===== config.mk =====
export PLATFORM = sky130hd
export DESIGN_NAME = seg_scan_rx
export DESIGN_NICKNAME = d
export VERILOG_FILES = /design/src/rtl/seg_pkg.sv /design/src/rtl/seg_decode.sv /design/src/rtl/seg_scan_rx.sv
export SDC_FILE = /design/constraint.sdc
export NUM_CORES = 1
export LEC_CHECK = 0
export CORE_MARGIN = 2
export CORE_UTILIZATION = 40
export CTS_BUF_LIST = sky130_fd_sc_hd__clkbuf_2 sky130_fd_sc_hd__clkbuf_4 sky130_fd_sc_hd__clkbuf_8
export DETAILED_ROUTE_END_ITERATION = 16
export PLACE_DENSITY = 0.71
export SLEW_MARGIN = 20
export SYNTH_ARGS = -nofsm -noshare
export SYNTH_HDL_FRONTEND = slang
export SYNTH_HIERARCHICAL = 1
export SYNTH_SLANG_ARGS = --single-unit
export TNS_END_PERCENT = 10

===== constraint.sdc =====
create_clock -name clk -period 7.1 [get_ports clk]
set_input_delay 0.71 -clock clk [delete_from_list [all_inputs] [get_ports clk]]
set_output_delay 0.71 -clock clk [all_outputs]
set_load 0.01 [all_outputs]

===== src/rtl/seg_pkg.sv =====
// Shared constants for the seven-segment scan receiver: segment patterns
// (active-low, bit order a..g from MSB to LSB) and the default digit count.
package seg_pkg;

  localparam int unsigned SEG_NDIG_DEFAULT = 8;

  // Active-low a..g patterns for hex digits 0..F.
  localparam logic [6:0] SEG_PAT_0 = 7'b0000001;
  localparam logic [6:0] SEG_PAT_1 = 7'b1001111;
  localparam logic [6:0] SEG_PAT_2 = 7'b0010010;
  localparam logic [6:0] SEG_PAT_3 = 7'b0000110;
  localparam logic [6:0] SEG_PAT_4 = 7'b1001100;
  localparam logic [6:0] SEG_PAT_5 = 7'b0100100;
  localparam logic [6:0] SEG_PAT_6 = 7'b0100000;
  localparam logic [6:0] SEG_PAT_7 = 7'b0001111;
  localparam logic [6:0] SEG_PAT_8 = 7'b0000000;
  localparam logic [6:0] SEG_PAT_9 = 7'b0000100;
  localparam logic [6:0] SEG_PAT_A = 7'b0001000;
  localparam logic [6:0] SEG_PAT_B = 7'b1100000;
  localparam logic [6:0] SEG_PAT_C = 7'b0110001;
  localparam logic [6:0] SEG_PAT_D = 7'b1000010;
  localparam logic [6:0] SEG_PAT_E = 7'b0110000;
  localparam logic [6:0] SEG_PAT_F = 7'b0111000;

  // All segments off.
  localparam logic [6:0] SEG_PAT_BLANK = 7'b1111111;

  // Entry i holds the pattern for hex value i.
  localparam logic [15:0][6:0] SEG_PAT_TAB = {
    SEG_PAT_F, SEG_PAT_E, SEG_PAT_D, SEG_PAT_C,
    SEG_PAT_B, SEG_PAT_A, SEG_PAT_9, SEG_PAT_8,
    SEG_PAT_7, SEG_PAT_6, SEG_PAT_5, SEG_PAT_4,
    SEG_PAT_3, SEG_PAT_2, SEG_PAT_1, SEG_PAT_0
  };

endpackage


===== src/rtl/seg_decode.sv =====
// Combinational seven-segment pattern decoder: 7-bit active-low a..g pattern
// to hex nibble, with flags for the blank pattern and unrecognised patterns.
module seg_decode
  import seg_pkg::*;
(
  input  logic [6:0] pat,
  output logic [3:0] nib,
  output logic       is_blank,
  output logic       is_err
);

  logic hit;

  // Table lookup; patterns are unique so at most one entry matches.
  always_comb begin
    nib      = 4'h0;
    hit      = 1'b0;
    is_blank = (pat == SEG_PAT_BLANK);
    for (int i = 0; i < 16; i++) begin
      if (pat == SEG_PAT_TAB[i]) begin
        nib = 4'(i);
        hit = 1'b1;
      end
    end
    is_err = !hit && !is_blank;
  end

endmodule


===== src/rtl/seg_scan_rx.sv =====
// Seven-segment scan receiver: samples a multiplexed display bus, waits for a
// digit select / segment pair to be stable, then decodes it into a per-digit
// image and tracks when every digit has been refreshed (a frame).
module seg_scan_rx
  import seg_pkg::*;
#(
  parameter int unsigned NDIG       = SEG_NDIG_DEFAULT,
  parameter int unsigned STABLE_CYC = 4
) (
  input  logic              clk,
  input  logic              rst_n,
  input  logic [NDIG-1:0]   an_n,
  input  logic [7:0]        seg_n,
  input  logic              clr,
  output logic [4*NDIG-1:0] digits,
  output logic [NDIG-1:0]   blank,
  output logic [NDIG-1:0]   err,
  output logic [NDIG-1:0]   dp,
  output logic              cap_valid,
  output logic [2:0]        cap_idx,
  output logic              frame_done
);

  localparam logic [7:0] STAB_MAX = 8'(STABLE_CYC);

  logic [NDIG-1:0]   samp_an_q;
  logic [7:0]        samp_seg_q;
  logic [7:0]        stab_q, stab_d;
  logic              same, legal, fire;

  logic [4*NDIG-1:0] digits_q, digits_d;
  logic [NDIG-1:0]   blank_q, blank_d;
  logic [NDIG-1:0]   err_q, err_d;
  logic [NDIG-1:0]   dp_q, dp_d;
  logic [NDIG-1:0]   seen_q, seen_d, seen_or, sel;
  logic              cap_valid_q, cap_valid_d;
  logic [2:0]        cap_idx_q, cap_idx_d;
  logic              frame_done_q, frame_done_d;

  logic [3:0]        dec_nib;
  logic              dec_blank, dec_err;

  // The captured pair always equals the sampled pair, so decode the register.
  seg_decode u_dec (
    .pat      (samp_seg_q[7:1]),
    .nib      (dec_nib),
    .is_blank (dec_blank),
    .is_err   (dec_err)
  );

  assign same  = (an_n == samp_an_q) && (seg_n == samp_seg_q);
  assign legal = ($countones(~an_n) == 1);
  assign sel   = ~samp_an_q;

  // Stability counter: restarts on a new legal pair, drops to 0 when illegal.
  always_comb begin
    stab_d = stab_q;
    if (clr || !legal) begin
      stab_d = 8'd0;
    end else if (!same) begin
      stab_d = 8'd1;
    end else if (stab_q < STAB_MAX) begin
      stab_d = stab_q + 8'd1;
    end
  end

  // Capture only on the edge the counter first reaches the threshold.
  assign fire = !clr && (stab_d == STAB_MAX) && (stab_q != STAB_MAX);

  // Capture, image update and frame tracking next-state.
  always_comb begin
    digits_d     = digits_q;
    blank_d      = blank_q;
    err_d        = err_q;
    dp_d         = dp_q;
    seen_d       = seen_q;
    cap_valid_d  = 1'b0;
    cap_idx_d    = cap_idx_q;
    frame_done_d = 1'b0;
    seen_or      = seen_q | sel;
    if (clr) begin
      digits_d = '0;
      blank_d  = '0;
      err_d    = '0;
      dp_d     = '0;
      seen_d   = '0;
    end else if (fire) begin
      cap_valid_d = 1'b1;
      for (int i = 0; i < int'(NDIG); i++) begin
        if (sel[i]) begin
          cap_idx_d = 3'(i);
          if (dec_blank) begin
            blank_d[i] = 1'b1;
            err_d[i]   = 1'b0;
          end else if (dec_err) begin
            blank_d[i] = 1'b0;
            err_d[i]   = 1'b1;
          end else begin
            digits_d[4*i +: 4] = dec_nib;
            blank_d[i]         = 1'b0;
            err_d[i]           = 1'b0;
            dp_d[i]            = ~samp_seg_q[0];
          end
        end
      end
      // The digit completing a frame also opens the next one.
      if (&seen_or) begin
        frame_done_d = 1'b1;
        seen_d       = sel;
      end else begin
        seen_d = seen_or;
      end
    end
  end

  // Input sample register and stability counter.
  always_ff @(posedge clk or negedge rst_n) begin
    if (!rst_n) begin
      samp_an_q  <= '1;
      samp_seg_q <= '1;
      stab_q     <= 8'd0;
    end else begin
      samp_an_q  <= an_n;
      samp_seg_q <= seg_n;
      stab_q     <= stab_d;
    end
  end

  // Captured image, pulses and frame mask.
  always_ff @(posedge clk or negedge rst_n) begin
    if (!rst_n) begin
      digits_q     <= '0;
      blank_q      <= '1;
      err_q        <= '0;
      dp_q         <= '0;
      seen_q       <= '0;
      cap_valid_q  <= 1'b0;
      cap_idx_q    <= 3'd0;
      frame_done_q <= 1'b0;
    end else begin
      digits_q     <= digits_d;
      blank_q      <= blank_d;
      err_q        <= err_d;
      dp_q         <= dp_d;
      seen_q       <= seen_d;
      cap_valid_q  <= cap_valid_d;
      cap_idx_q    <= cap_idx_d;
      frame_done_q <= frame_done_d;
    end
  end

  assign digits     = digits_q;
  assign blank      = blank_q;
  assign err        = err_q;
  assign dp         = dp_q;
  assign cap_valid  = cap_valid_q;
  assign cap_idx    = cap_idx_q;
  assign frame_done = frame_done_q;

endmodule


==> key figures <==
Power
  – PD cells: 178.1 mW/mm²
  – Peak VDD IR: 0.00008123 V
  – Clock Power Share: 0.358
  – Switching Fraction: 0.2601
  – Sequential power share: 0.541
  – Switching pwr: 0.2666 mW
  – LEAKAGE: 2.661 nW
  – Power share of the combinational group: 0.101
  – Internal power: 0.7584 mW

CTS
  – Clock Latency Late Sink: 370 ps
  – CTS tree: yes
  – # hold bufs at CTS: 0
  – Clock Tree Buf Depth: 2
  – TritonCTS buffer count: 9
  – Root Buffer: clkbuf_8
  – Clock Sink Count: 93
  – Htree depth: 3
  – Clock transition at path regs: 90 ps
  – Setup repair bufs after CTS: 0
  – Post-CTS sizing: 0

Yosys
  – XOR/XNOR Fraction of Synth Area: 0.03705
  – Yosys warnings: 6
  – #FFs+latches synth: 93
  – Cell area after synthesis: 0.004728 mm²
  – Most frequent cell after synthesis: dfrtp_1
  – Synth area leaders: dfrtp_1, dfstp_2, mux2i_1
  – Library cells used by synthesis: 58
  – EDFF count, synth: 0
  – Syn Inst Count: 419
  – Mux contribution to synthesized area: 0.1270
  – Sequential area share after synthesis: 0.4985
  – Compound-cell area share of the yosys netlist: 0.06033
  – Largest family of logic cells by synthesized area: simple AND/OR/NAND/NOR gates
  – Async set or reset register ratio after synthesis: 1.000
  – Post-Synth Simple-Gate Area: 0.1956
  – Top cell type's share of synthesized area: 0.3652
  – Synth Area in Adders: 0.03017
  – Syn_area_per_cell: 11.28 µm²
  – Yosys top cell by area: dfrtp_1
  – Synth top cells by count: dfrtp_1, nand2b_1, mux2i_1
  – Syn_nets: 447
  – Ys flop type: dfrtp_1

STA
  – Relative slew slack: 0.4033
  – Setup TNS: 0 ps
  – Max Slew Vio Count: 0
  – Tmin final: 4788 ps
  – Fmax: 0.2088 GHz
  – Final setup viols: 0
  – Clock skew: 13.54 ps
  – Period utilization: 0.6744
  – RSZ-0062 raised after global routing: false
  – Hold Vio Cnt, Final: 0
  – Actual slew at the worst max-slew pin: 895.1 ps

Min path
  – Type of the most critical hold path: in -> async

Die
  – Die Y: 112.7 µm
  – Cell row count: 39
  – Core ar.: 0.01147 mm²
  – Die area: 0.01271 mm²
  – Die Wd: 112.7 µm
  – Initial Utilization: 0.4123
  – Io pins: 80

Setup path
  – Critical-path maximum fanout: 17
  – Worst setup SP type: primary input
  – CP max-delay cell: or4_1
  – Worst-path cell chain: clkdlybuf4s50_1 > fa_1 > inv_1 > fa_1 > fa_1 > ha_1 > inv_1 > fa_1 > nor2_1 > a31o_2 > nand4_2 > or4_1 > mux2i_1
  – Worst R2R Start: stab_q[0]$_DFF_PN0_
  – Most common cell on crit path: fa_1
  – CP startpoint: an_n[0]
  – Critical path data required time: 7320 ps
  – WS Path Type: in -> reg
  – CP delay by family, top: adder cells
  – CP arrival: 5010 ps
  – CP bufs+invs: 3
  – CP Capture Type: register
  – Crit-path max cell delay: 780 ps

Drt
  – DRT Pass-1 Iters: 4
  – DRT antenna net count: 0
  – Via Count: 3346
  – Routed length per placed instance: 17.13 µm
  – WL final: 10720 µm
  – Drc violations: 0
  – Vias per Instance: 5.345
  – Initial DRC count: 242

Finish
  – Antenna cell count: 0
  – Final Instance Count excl. Fillers: 626
  – Syn-to-layout area delta: 21.73%
  – Final Net Count: 506
  – Layout cells sized above 1: 0.1242

GRT
  – Total global routing track utilization: 0.1787
  – Met3 Use GR: 0.03749
  – First-pass GRT wire length: 18080 µm
  – Vias in the first global route: 3420
  – GRT Max-Usage Layer: met2
  – Met1 Track Usage GR: 0.2546
  – Initial antenna violation count: 0
  – Largest net degree at the start of global routing: 72
  – Gr ovfl total: 0
  – GR Util met2: 0.2802

Placed design
  – DP Wirelength: 7529 µm
  – Port bufs: 79
  – GPL Wtd Cong: 0.8555
  – Placed cell count: 610

Job
  – Maxcap violations: 0

Run status
  – Status: complete, no violations
==> state kept, by name, indices dropped and copies added (netlist names), 3 cells and up <==
signal      flops
blank           8
cap_idx         3
digits         32
dp              8
err             8
samp_an_q       8
samp_seg_q      8
seen_q          8
stab_q          8
==> placed cells by master (no fill, tap or decap), drive strengths merged, types with 3 or more instances in the layout <==
| master | count |
|---|---|
| dfstp | 24 |
| and3 | 7 |
| nor3 | 13 |
| or4 | 8 |
| a21oi | 5 |
| inv | 24 |
| a21o | 9 |
| nand4 | 6 |
| xnor2 | 3 |
| nor4 | 6 |
| dfrtp | 69 |
| mux2i | 57 |
| xor2 | 17 |
| clkdlybuf4s50 | 78 |
| ha | 5 |
| nor2 | 10 |
| clkbuf | 10 |
| a31oi | 7 |
| o22ai | 5 |
| nand3 | 6 |
| nand2b | 61 |
| nand2 | 8 |
| fa | 4 |
| buf | 3 |
==> stage by stage <==
step	hold slack [ps]	setup WS (ps)	cell area, µm²	util	total power [mW]
4_1_cts	213.1	2304	5756	0.5019	1.038
5_1_grt	223.5	2103	5756	0.5019	1.076
3_3_place_gp	459.8	2039	5550	0.4840	0.6636
3_5_place_dp	473.6	1967	5550	0.4840	0.6675
2_1_floorplan	414.4	2845	4728	-	0.6265
6_report	219.2	2312	5756	0.5019	1.025
==> logic make-up (layout without fill, tap and decap cells) <==
group,count (synthesis),after routing
and+or+nand+nor,143,143
DFF,93,93
adders and majority gates,9,9
xor gates and xnor gates,20,20
AOI/OAI and AO/OA,40,40
buffers and inverters,55,119
muxes,59,59
==> final cells by class <==
cell class                      instances  area (µm²)
Fill cell                            1054        5712
Multi-Input combinational cell        271        2128
Inverter                               22       82.58
Clock buffer                           10       137.6
Clock inverter                          6       67.56
Timing Repair Buffer                   81       803.3
Tap cell                              143       178.9
Sequential cell                        93        2357
==> layer usage <==
metal | share of wire | vias up
met3 | 0.061 | 9
met5 | 0 | -
met4 | 0.0098 | 0
li1 | - | 1565
met2 | 0.46 | 124
met1 | 0.47 | 1648
==> path summary, 6_finish.rpt <==
| kind | end | slack, ps | cells after the start |
|---|---|---|---|
| setup / recovery | digits[22]$_DFFE_PN0P_ | 2310 | 13 |
| hold / removal | digits[19]$_DFFE_PN0P_ | 220 | 1 |
| setup reg to reg | digits[22]$_DFFE_PN0P_ | 4240 | 7 |
| hold reg to reg | seen_q[7]$_DFFE_PN0P_ | 490 | 1 |
| max in group asynchronous | err[7]$_DFFE_PN0P_ | 5710 | 2 |
| min in group clk | seen_q[7]$_DFFE_PN0P_ | 490 | 1 |
==> power groups by stage <==
stage	Combinational, mW	Clock (mW)	Sequential [mW]
after global placement	0.0995	0	0.564
after CTS	0.104	0.379	0.555
after floorplan	0.0710	0	0.556
final	0.103	0.367	0.555
after detailed placement	0.103	0	0.564
after global routing	0.117	0.403	0.556
(Power assumes the default switching activity.)
==> RTL edit (same flow settings) <==
`SEG_NDIG_DEFAULT`: 8 -> 16.
--- a/src/rtl/seg_pkg.sv
+++ b/src/rtl/seg_pkg.sv
@@ -2,7 +2,7 @@
 // (active-low, bit order a..g from MSB to LSB) and the default digit count.
 package seg_pkg;
 
-  localparam int unsigned SEG_NDIG_DEFAULT = 8;
+  localparam int unsigned SEG_NDIG_DEFAULT = 16;
 
   // Active-low a..g patterns for hex digits 0..F.
   localparam logic [6:0] SEG_PAT_0 = 7'b0000001;
Ports: changed (5 resized); port bits go from 80 to 144. The function was not compared with the original's and may differ.
==> RTL edit against the original RTL <==
Sequential power is 78% higher. Power is 85% higher. Area after synthesis is 73% higher. Clock skew hardly changed. Wire length is 97% higher. Count of clock-buffer cells in the layout is 12 higher. Final area is 77% higher. Largest cell class unchanged. Hold slack better by 0.12 ns. Via count is 71% higher. Critical path depth is 3 higher. Critical endpoint is now digits[24]$_DFFE_PN0P_. Final cell count is 78% higher. Sequential cell count is 72 higher. Setup slack worse by 0.93 ns. Register-to-register slack worse by 0.99 ns.
==> RTL edit: results (changes against the original RTL) <==
[clock_network]
clk_latency_ns=0.45  ; +0.08 ns
htreeDepth=4  ; +1

[synthesis]
synth_xor_area_share_pct=2.791  ; -0.91 points
syn-num-nets=753  ; +68%
synthAdderAreaFrac_pct=3.527  ; +0.51 points
synth.area.top_cells=dfrtp_1, dfstp_2, mux2_2
ys_types=68  ; +17%
synth_common_cells=dfrtp_1, nor2b_1, nand2_1, mux2_2, mux2i_1
ys_seq_area_share_pct=51.22  ; +1.4 points
synth_compound_area_share_pct=5.352  ; -0.68 points
synthMuxAreaShare_pct=15.00  ; +2.3 points

[global_routing]
grt_max_degree=94  ; +31%
gr-usage-met3_pct=3.758  ; +0.0084 points
met2_usage_pct=30.52  ; +2.5 points
grt_use_met1_pct=28.84  ; +3.4 points
grt_usage_pct=19.92  ; +2.1 points
grt_pass1_vias=5768  ; +69%

[cells_and_area]
largest_reg_flops=64  ; +100%
nFillCells=1803  ; +71%
finalNetCount=878  ; +74%
final_util_pct=50.70  ; +0.51 points

[critical_path]
critPathMaxFanout=16  ; -1
crit_slowest_cell=clkdlybuf4s50_1
worstPathArrival_ns=6.05  ; +1.04 ns
worstRegToRegCells=8  ; +1
cpPeakStageDelay_ns=0.53  ; -0.25 ns

[drt]
num_vias=5737  ; +71%
wl_met1_mm=9.797  ; +93%
drtIter0Drc=406  ; +68%
wl_met3_mm=1.115  ; +71%
firstDrtPassIters=5  ; +1
wl_met2_mm=9.729  ; +99%

[pwr]
leakagePower_nw=4.509  ; +69%
ir_worst_vdd_mv=0.1056  ; +30%

[outcome]
status=finished, final reports clean

[place]
port-buffer-count=143  ; +81%
placed_cell_area_um2=9764  ; +76%
gp_congestion=0.8317  ; -2.8%

[sta]
slew_headroom_pct=35.72  ; -4.6 points
finClkSkew_ns=0.01340  ; -0.0001327 ns

RTL edit: changes by cell type after synthesis, moves of 11 or more:
cell      unedited run  this run
nor2b_1              2        70
nand2_1              8        66
mux2_2               0        57
dfrtp_1             69       125
nand2b_1            61         5
xnor2_1              3        26
clkbuf_1             9        27
xor2_1              17         0
dfstp_2             24        40
inv_1               22        38
or3_1                1        12
RTL edit: cell type report:
| class | instances | share of cell area [%] |
|---|---|---|
| inverters | 38 | 1.399 |
| multi-input cells | 463 | 35.71 |
| repair buffers | 149 | 14.49 |
| clock inverters | 10 | 1.178 |
| flip-flops and latches | 165 | 41.00 |
| well taps | 270 | 3.315 |
| clock buffers | 22 | 2.909 |
RTL edit: final timing paths:
check / from / endpoint / slack (ns)
max: an_n[0] / digits[24]$_DFFE_PN0P_ / 1.39
min: rst_n / cap_idx[1]$_DFFE_PN0P_ / 0.34
max reg2reg: samp_seg_q[7]$_DFF_PN1_ / digits[24]$_DFFE_PN0P_ / 3.25
min reg2reg: seen_q[3]$_DFFE_PN0P_ / seen_q[3]$_DFFE_PN0P_ / 0.49
max in group asynchronous: rst_n / digits[51]$_DFFE_PN0P_ / 5.35
min in group clk: seen_q[3]$_DFFE_PN0P_ / seen_q[3]$_DFFE_PN0P_ / 0.49
RTL edit: per-stage QoR:
stage | cells | setup slack, ns
global placement | 1084 | 0.9392
CTS | 1116 | 1.376
floorplan | 709 | 2.128
detailed placement | 1084 | 0.8916
global route | 1117 | 1.169
finish | 1117 | 1.385
RTL edit: where the power goes:
| part | switching, mW | internal (mW) |
|---|---|---|
| registers | 0.0326 | 0.955 |
| logic | 0.124 | 0.0811 |
| clock network | 0.345 | 0.356 |
